File: config.mk
export PLATFORM = sky130hd
export DESIGN_NAME = logic_reduce_acc_flat
export DESIGN_NICKNAME = d
export VERILOG_FILES = /design/src/rtl/logic_reduce_acc_pkg.sv /design/src/rtl/logic_reduce_acc_if.sv /design/src/rtl/logic_word_op.sv /design/src/rtl/logic_reduce_acc.sv /design/src/flat_wrapper.sv
export SDC_FILE = /design/constraint.sdc
export NUM_CORES = 1
export LEC_CHECK = 0
export BUFFER_PORTS_ARGS = -buffer_cell sky130_fd_sc_hd__clkbuf_2
export CORE_MARGIN = 3
export CORE_UTILIZATION = 45
export DETAILED_ROUTE_END_ITERATION = 8
export GPL_ROUTABILITY_DRIVEN = 0
export PLACE_DENSITY = 0.78
export SYNTH_ARGS = -nofsm -noshare
export SYNTH_HDL_FRONTEND = slang
export SYNTH_SLANG_ARGS = --single-unit
File: constraint.sdc
create_clock -name clk -period 1.5 [get_ports clk]
set_input_delay 0.225 -clock clk [delete_from_list [all_inputs] [get_ports clk]]
set_output_delay 0.225 -clock clk [all_outputs]
set_load 0.05 [all_outputs]
File: src/rtl/logic_reduce_acc_pkg.sv
// Shared types for the packet bitwise-reduction accumulator.
package logic_reduce_acc_pkg;

    typedef enum logic [1:0] {
        OP_AND = 2'b00,
        OP_OR  = 2'b01,
        OP_XOR = 2'b10,
        OP_NOR = 2'b11
    } op_e;

    typedef enum logic [1:0] {
        S_IDLE = 2'b00,
        S_ACC  = 2'b01,
        S_DONE = 2'b10
    } state_e;

endpackage

File: src/rtl/logic_reduce_acc_if.sv
// Word-stream input and result output of the reduction accumulator.
interface logic_reduce_acc_if #(
    parameter int WIDTH = 16,
    parameter int CNT_W = 8
);
    logic [1:0]       op;
    logic             in_valid;
    logic             in_ready;
    logic [WIDTH-1:0] in_data;
    logic             in_last;
    logic             out_valid;
    logic             out_ready;
    logic [WIDTH-1:0] out_data;
    logic [CNT_W-1:0] out_count;

    modport master (
        output op, in_valid, in_data, in_last, out_ready,
        input  in_ready, out_valid, out_data, out_count
    );

    modport slave (
        input  op, in_valid, in_data, in_last, out_ready,
        output in_ready, out_valid, out_data, out_count
    );
endinterface

File: src/rtl/logic_word_op.sv
// Combinational WIDTH-wide two-operand AND/OR/XOR word gate.
module logic_word_op
    import logic_reduce_acc_pkg::*;
#(
    parameter int WIDTH = 16
) (
    input  op_e              op,
    input  logic [WIDTH-1:0] a,
    input  logic [WIDTH-1:0] b,
    output logic [WIDTH-1:0] y
);

    // NOR folds as OR here; the caller applies the final inversion.
    always_comb begin
        y = a | b;
        case (op)
            OP_AND:  y = a & b;
            OP_XOR:  y = a ^ b;
            default: y = a | b;
        endcase
    end

endmodule

File: src/rtl/logic_reduce_acc.sv
// Packet bitwise reducer: folds a valid/ready word stream with AND/OR/XOR/NOR
// and presents one result word plus a saturating beat count.
module logic_reduce_acc
    import logic_reduce_acc_pkg::*;
#(
    parameter int WIDTH = 16,
    parameter int CNT_W = 8
) (
    input logic               clk,
    input logic               rst_n,
    logic_reduce_acc_if.slave bus
);

    state_e           state_q, state_d;
    logic [WIDTH-1:0] acc_q;
    logic [WIDTH-1:0] op_res;
    logic [CNT_W-1:0] cnt_q;
    op_e              op_q;
    logic             beat;
    logic             xfer;

    function automatic logic [CNT_W-1:0] sat_inc(input logic [CNT_W-1:0] c);
        return (&c) ? c : c + CNT_W'(1);
    endfunction

    assign beat = bus.in_valid && bus.in_ready;
    assign xfer = bus.out_valid && bus.out_ready;

    logic_word_op #(.WIDTH(WIDTH)) u_word_op (
        .op (op_q),
        .a  (acc_q),
        .b  (bus.in_data),
        .y  (op_res)
    );

    always_ff @(posedge clk or negedge rst_n) begin
        if (!rst_n) state_q <= S_IDLE;
        else        state_q <= state_d;
    end

    always_comb begin
        state_d = state_q;
        case (state_q)
            S_IDLE:  if (beat) state_d = bus.in_last ? S_DONE : S_ACC;
            S_ACC:   if (beat && bus.in_last) state_d = S_DONE;
            S_DONE:  if (xfer) state_d = S_IDLE;
            default: state_d = S_IDLE;
        endcase
    end

    // Handshake flags depend on registered state only.
    always_comb begin
        bus.in_ready  = (state_q != S_DONE);
        bus.out_valid = (state_q == S_DONE);
    end

    // The first beat loads the accumulator and latches op; later beats fold.
    always_ff @(posedge clk or negedge rst_n) begin
        if (!rst_n) begin
            acc_q <= '0;
            cnt_q <= '0;
            op_q  <= OP_AND;
        end else if (beat) begin
            if (state_q == S_IDLE) begin
                acc_q <= bus.in_data;
                op_q  <= op_e'(bus.op);
                cnt_q <= CNT_W'(1);
            end else begin
                acc_q <= op_res;
                cnt_q <= sat_inc(cnt_q);
            end
        end
    end

    assign bus.out_data  = (op_q == OP_NOR) ? ~acc_q : acc_q;
    assign bus.out_count = cnt_q;

endmodule

File: src/flat_wrapper.sv
// flat-port wrapper written by rule: the top's interface ports become plain ports
module logic_reduce_acc_flat import logic_reduce_acc_pkg::*;
#(
    parameter int WIDTH = 16,
    parameter int CNT_W = 8
)
  (clk, rst_n, bus_op, bus_in_valid, bus_in_data, bus_in_last, bus_out_ready, bus_in_ready, bus_out_valid, bus_out_data, bus_out_count);
  logic_reduce_acc_if #(.WIDTH(WIDTH), .CNT_W(CNT_W)) bus_i ();
  input logic clk;
  input logic rst_n;
  input wire logic [$bits(bus_i.op)-1:0] bus_op;
  input wire logic [$bits(bus_i.in_valid)-1:0] bus_in_valid;
  input wire logic [$bits(bus_i.in_data)-1:0] bus_in_data;
  input wire logic [$bits(bus_i.in_last)-1:0] bus_in_last;
  input wire logic [$bits(bus_i.out_ready)-1:0] bus_out_ready;
  output wire logic [$bits(bus_i.in_ready)-1:0] bus_in_ready;
  output wire logic [$bits(bus_i.out_valid)-1:0] bus_out_valid;
  output wire logic [$bits(bus_i.out_data)-1:0] bus_out_data;
  output wire logic [$bits(bus_i.out_count)-1:0] bus_out_count;
  assign bus_i.op = bus_op;
  assign bus_i.in_valid = bus_in_valid;
  assign bus_i.in_data = bus_in_data;
  assign bus_i.in_last = bus_in_last;
  assign bus_i.out_ready = bus_out_ready;
  assign bus_in_ready = bus_i.in_ready;
  assign bus_out_valid = bus_i.out_valid;
  assign bus_out_data = bus_i.out_data;
  assign bus_out_count = bus_i.out_count;
  logic_reduce_acc #(.WIDTH(WIDTH), .CNT_W(CNT_W)) u_core (.clk(clk), .rst_n(rst_n), .bus(bus_i));
endmodule
==> run_results.csv <==
group,metric,value,unit
status,status,"finished, violations left",
status,violations,"setup timing",
placement,place_inst,389,
power_and_ir_drop,power_per_cell_area,1559,nW/µm²
finish,syn2layout_area_growth,55.27,%
finish,drive_above_1_share,46.75,%
run,cap_violations,0,
yosys,async_flop_share,100.0,%
yosys,synth_ff_type,"dfrtp_1",
grt,antenna_found_initial,0,
yosys,synth_top_area_cell,"dfrtp_1",
yosys,synth.most_common_cell,"inv_1",
finish,final_cells,405,
yosys,avgSynthCellArea,8.968,µm²
sta,setup_violations,19,
sta,hold_viol_final,0,
setup_path,startpoint_type,"flop",
clock_network,cts_inserted_buffers,3,
detailed_routing,via_per_inst,5.405,
detailed_routing,wire_per_inst,15.41,µm
power_and_ir_drop,internal_power,3.043,mW
finish,n_antenna_cell,0,
setup_path,cp_max_fo,5,
sta,drv_slew,0,
power_and_ir_drop,comb_power_share,71.0,%
power_and_ir_drop,p_sw_share,45.46,%
yosys,synth_seq_area_share,30.40,%
detailed_routing,drtPass1Iterations,4,
setup_path,critical_path_required,1.27,ns
sta,max_freq,645.7,MHz
clock_network,cts_tree,"built",
worst_hold_path,hold_path_depth,2,
sta,skew,0.01280,ns
sta,finalCriticalPeriod,1.549,ns
clock_network,cts.clk_slew.worst_paths,0.10,ns
finish,post-route-util,73.81,%
yosys,synthesis.nets,313,
sta,max_slew.worst_pin.slew,0.6205,ns
sta,fin_ws,-0.04871,ns
floorplanning,die_area,6016,µm²
floorplanning,die_h,77.57,µm
grt,grt_usage,21.33,%
yosys,syn_area,2305,µm²
sta,tns,-0.4030,ns
power_and_ir_drop,peakVddDrop,0.8969,mV
power_and_ir_drop,p_switching,2.537,mW
grt,grt_max_degree,34,
yosys,synth-edff-count,0,
clock_network,cts.sinks,28,
setup_path,r2r_cells,5,
grt,overflow,0,
power_and_ir_drop,total_power,5.580,mW
placement,place_ws,-0.02805,ns
detailed_routing,vias,2189,
sta,period_share,103.2,%
floorplanning,start_util,47.54,%
clock_network,cts-htree-levels,1,
placement,portBuffers,48,
grt,grt_pass1_wl,10.34,mm
floorplanning,core_area,4848,µm²
yosys,syn_inst,257,
setup_path,worstSetupPathType,"flop to output port",
sta,rsz0062_at_grt,"yes",
floorplanning,pin_count,49,
yosys,synth_area_leaders,"dfrtp_1 30%, ha_1 18%, mux2_2 7.8%, xnor2_1 6.1%, inv_1 5.5%",
detailed_routing,routed_wl,6.241,mm
detailed_routing,detail-route-antenna-nets,0,
clock_network,cts_root_buffer,"clkbuf_8",
yosys,ys_ff_latch,28,
finish,nets,395,
yosys,synth_warnings,0,
yosys,yosys.area.top_type_share,30.40,%
clock_network,clock_path_buffers,2,
clock_network,clkLatencyLatePin,0.29,ns
detailed_routing,drt_drc_violations_left,0,
floorplanning,num_rows,25,
setup_path,arrival,1.32,ns
power_and_ir_drop,p_seq_share,21.0,%
setup_path,worstSetupEndpointType,"output port",
grt,grt_pass1_vias,2293,
placement,hpwl,4.263,mm
power_and_ir_drop,p_leak,1.744,nW
yosys,synth.distinct_cells,31,
worst_hold_path,worst_hold_path_type,"input port to flop",
power_and_ir_drop,clock_power_share,8.1,%
detailed_routing,drt_iter0_markers,162,
yosys,yosys-top-cells-count,"34 x inv_1, 33 x ha_1, 29 x nand2_1, 28 x dfrtp_1, 23 x a21oi_1",
floorplanning,die_x,77.57,µm
sta,slew_headroom,58.63,%
-- power by group through the flow --
stage / sequential (mW) / clock, mW / combinational, mW
after floorplan: 1.34 / 0 / 2.21
after global placement: 1.16 / 0 / 3.13
after detailed placement: 1.17 / 0 / 3.22
after CTS: 1.16 / 0.460 / 3.66
after global routing: 1.20 / 0.492 / 4.21
final: 1.17 / 0.450 / 3.96
-- flip-flops by register name, summed over array words and instances (netlist names) --
signal and cells:
u_core.bus.out_count 8, u_core.acc_q 16, u_core.state_q 2, u_core.op_q 2
-- metrics by stage --
| step | hold WS [ns] | instance area [µm²] |
|---|---|---|
| 3_5_place_dp | 0.2682 | 3133 |
| 4_1_cts | 0.1340 | 3420 |
| 6_report | 0.1330 | 3578 |
| 5_1_grt | 0.1398 | 3578 |
| 3_3_place_gp | 0.2671 | 3133 |
| 2_1_floorplan | -0.07059 | 2608 |
-- cell families (layout without fill, tap and decap cells) --
group,after synthesis,count (layout),synth area share (%)
adders and majority gates,33,33,17.92
DFF,28,28,30.40
muxes,17,17,8.252
and+or+nand+nor,49,49,9.718
xor gates and xnor gates,16,16,6.080
AOI/OAI and AO/OA,65,65,19.06
buffers and inverters,49,130,8.577
-- metal layers --
metal	track usage, %	share of wire (%)	up-vias
met4	6.584	1.4	0
met2	39.46	55	63
met3	3.364	4.2	10
li1	-	-	1044
met5	0	0	-
met1	25.11	40	1072
-- area by class of cell --
cell class | count | area [µm²]
sequential | 28 | 720.7
tap | 67 | 83.83
fill | 350 | 1270
multi-input combinational | 180 | 1775
inverter | 34 | 130.1
timing repair buffer | 92 | 823.3
clock buffer | 4 | 45.04
-- path summary, 6_finish.rpt --
path                                                      from                             endpoint  slack, ns
setup / recovery                    u_core.op_q[1]$_DFFE_PN0P_                      bus_out_data[7]      -0.05
hold / removal                                   bus_out_ready        u_core.state_q[1]$_DFFE_PN0P_       0.13
setup reg to reg           u_core.bus.out_count[6]$_DFFE_PN0P_  u_core.bus.out_count[4]$_DFFE_PN0P_      -0.03
hold reg to reg                    u_core.acc_q[9]$_DFFE_PN0N_          u_core.acc_q[9]$_DFFE_PN0N_       0.58
max in group asynchronous                                rst_n         u_core.acc_q[15]$_DFFE_PN0N_       0.50
min in group asynchronous                                rst_n         u_core.acc_q[12]$_DFFE_PN0N_       0.47
-- cell usage in the layout, fill, tap and decap left out, types with 2 or more instances in the layout --
master | Yosys | layout
nand2_4 | 1 | 2
a21oi_2 | 0 | 2
clkbuf_8 | 0 | 3
clkbuf_2 | 0 | 30
a21oi_1 | 23 | 21
o31ai_1 | 3 | 3
mux2_2 | 16 | 16
nor3_1 | 2 | 2
o21ai_0 | 3 | 2
ha_1 | 33 | 32
inv_1 | 34 | 33
dfrtp_1 | 28 | 12
nor2_1 | 5 | 4
or4_4 | 0 | 2
buf_8 | 0 | 16
dfrtp_2 | 0 | 16
buf_4 | 3 | 34
buf_6 | 0 | 6
a22oi_1 | 16 | 16
o211ai_1 | 16 | 16
buf_12 | 0 | 5
xnor2_4 | 0 | 15
nand2_1 | 29 | 27
nand3_1 | 3 | 3
-- worst max-delay path, stage by stage (launching register included) --
cell,delay [ns]
dfrtp_2,0.43
nand2_8,0.10
buf_12,0.17
xnor2_4,0.17
buf_8,0.16
-- what timing repair did --
item,in CTS,in global routing
hold buffers,1,0
setup endpoints to repair,22,38
gates resized for setup,40,45
pin swaps,5,5
endpoints found under the hold margin,23,0
setup buffers,5,6
No activity file was read; power rests on OpenSTA's default activity.
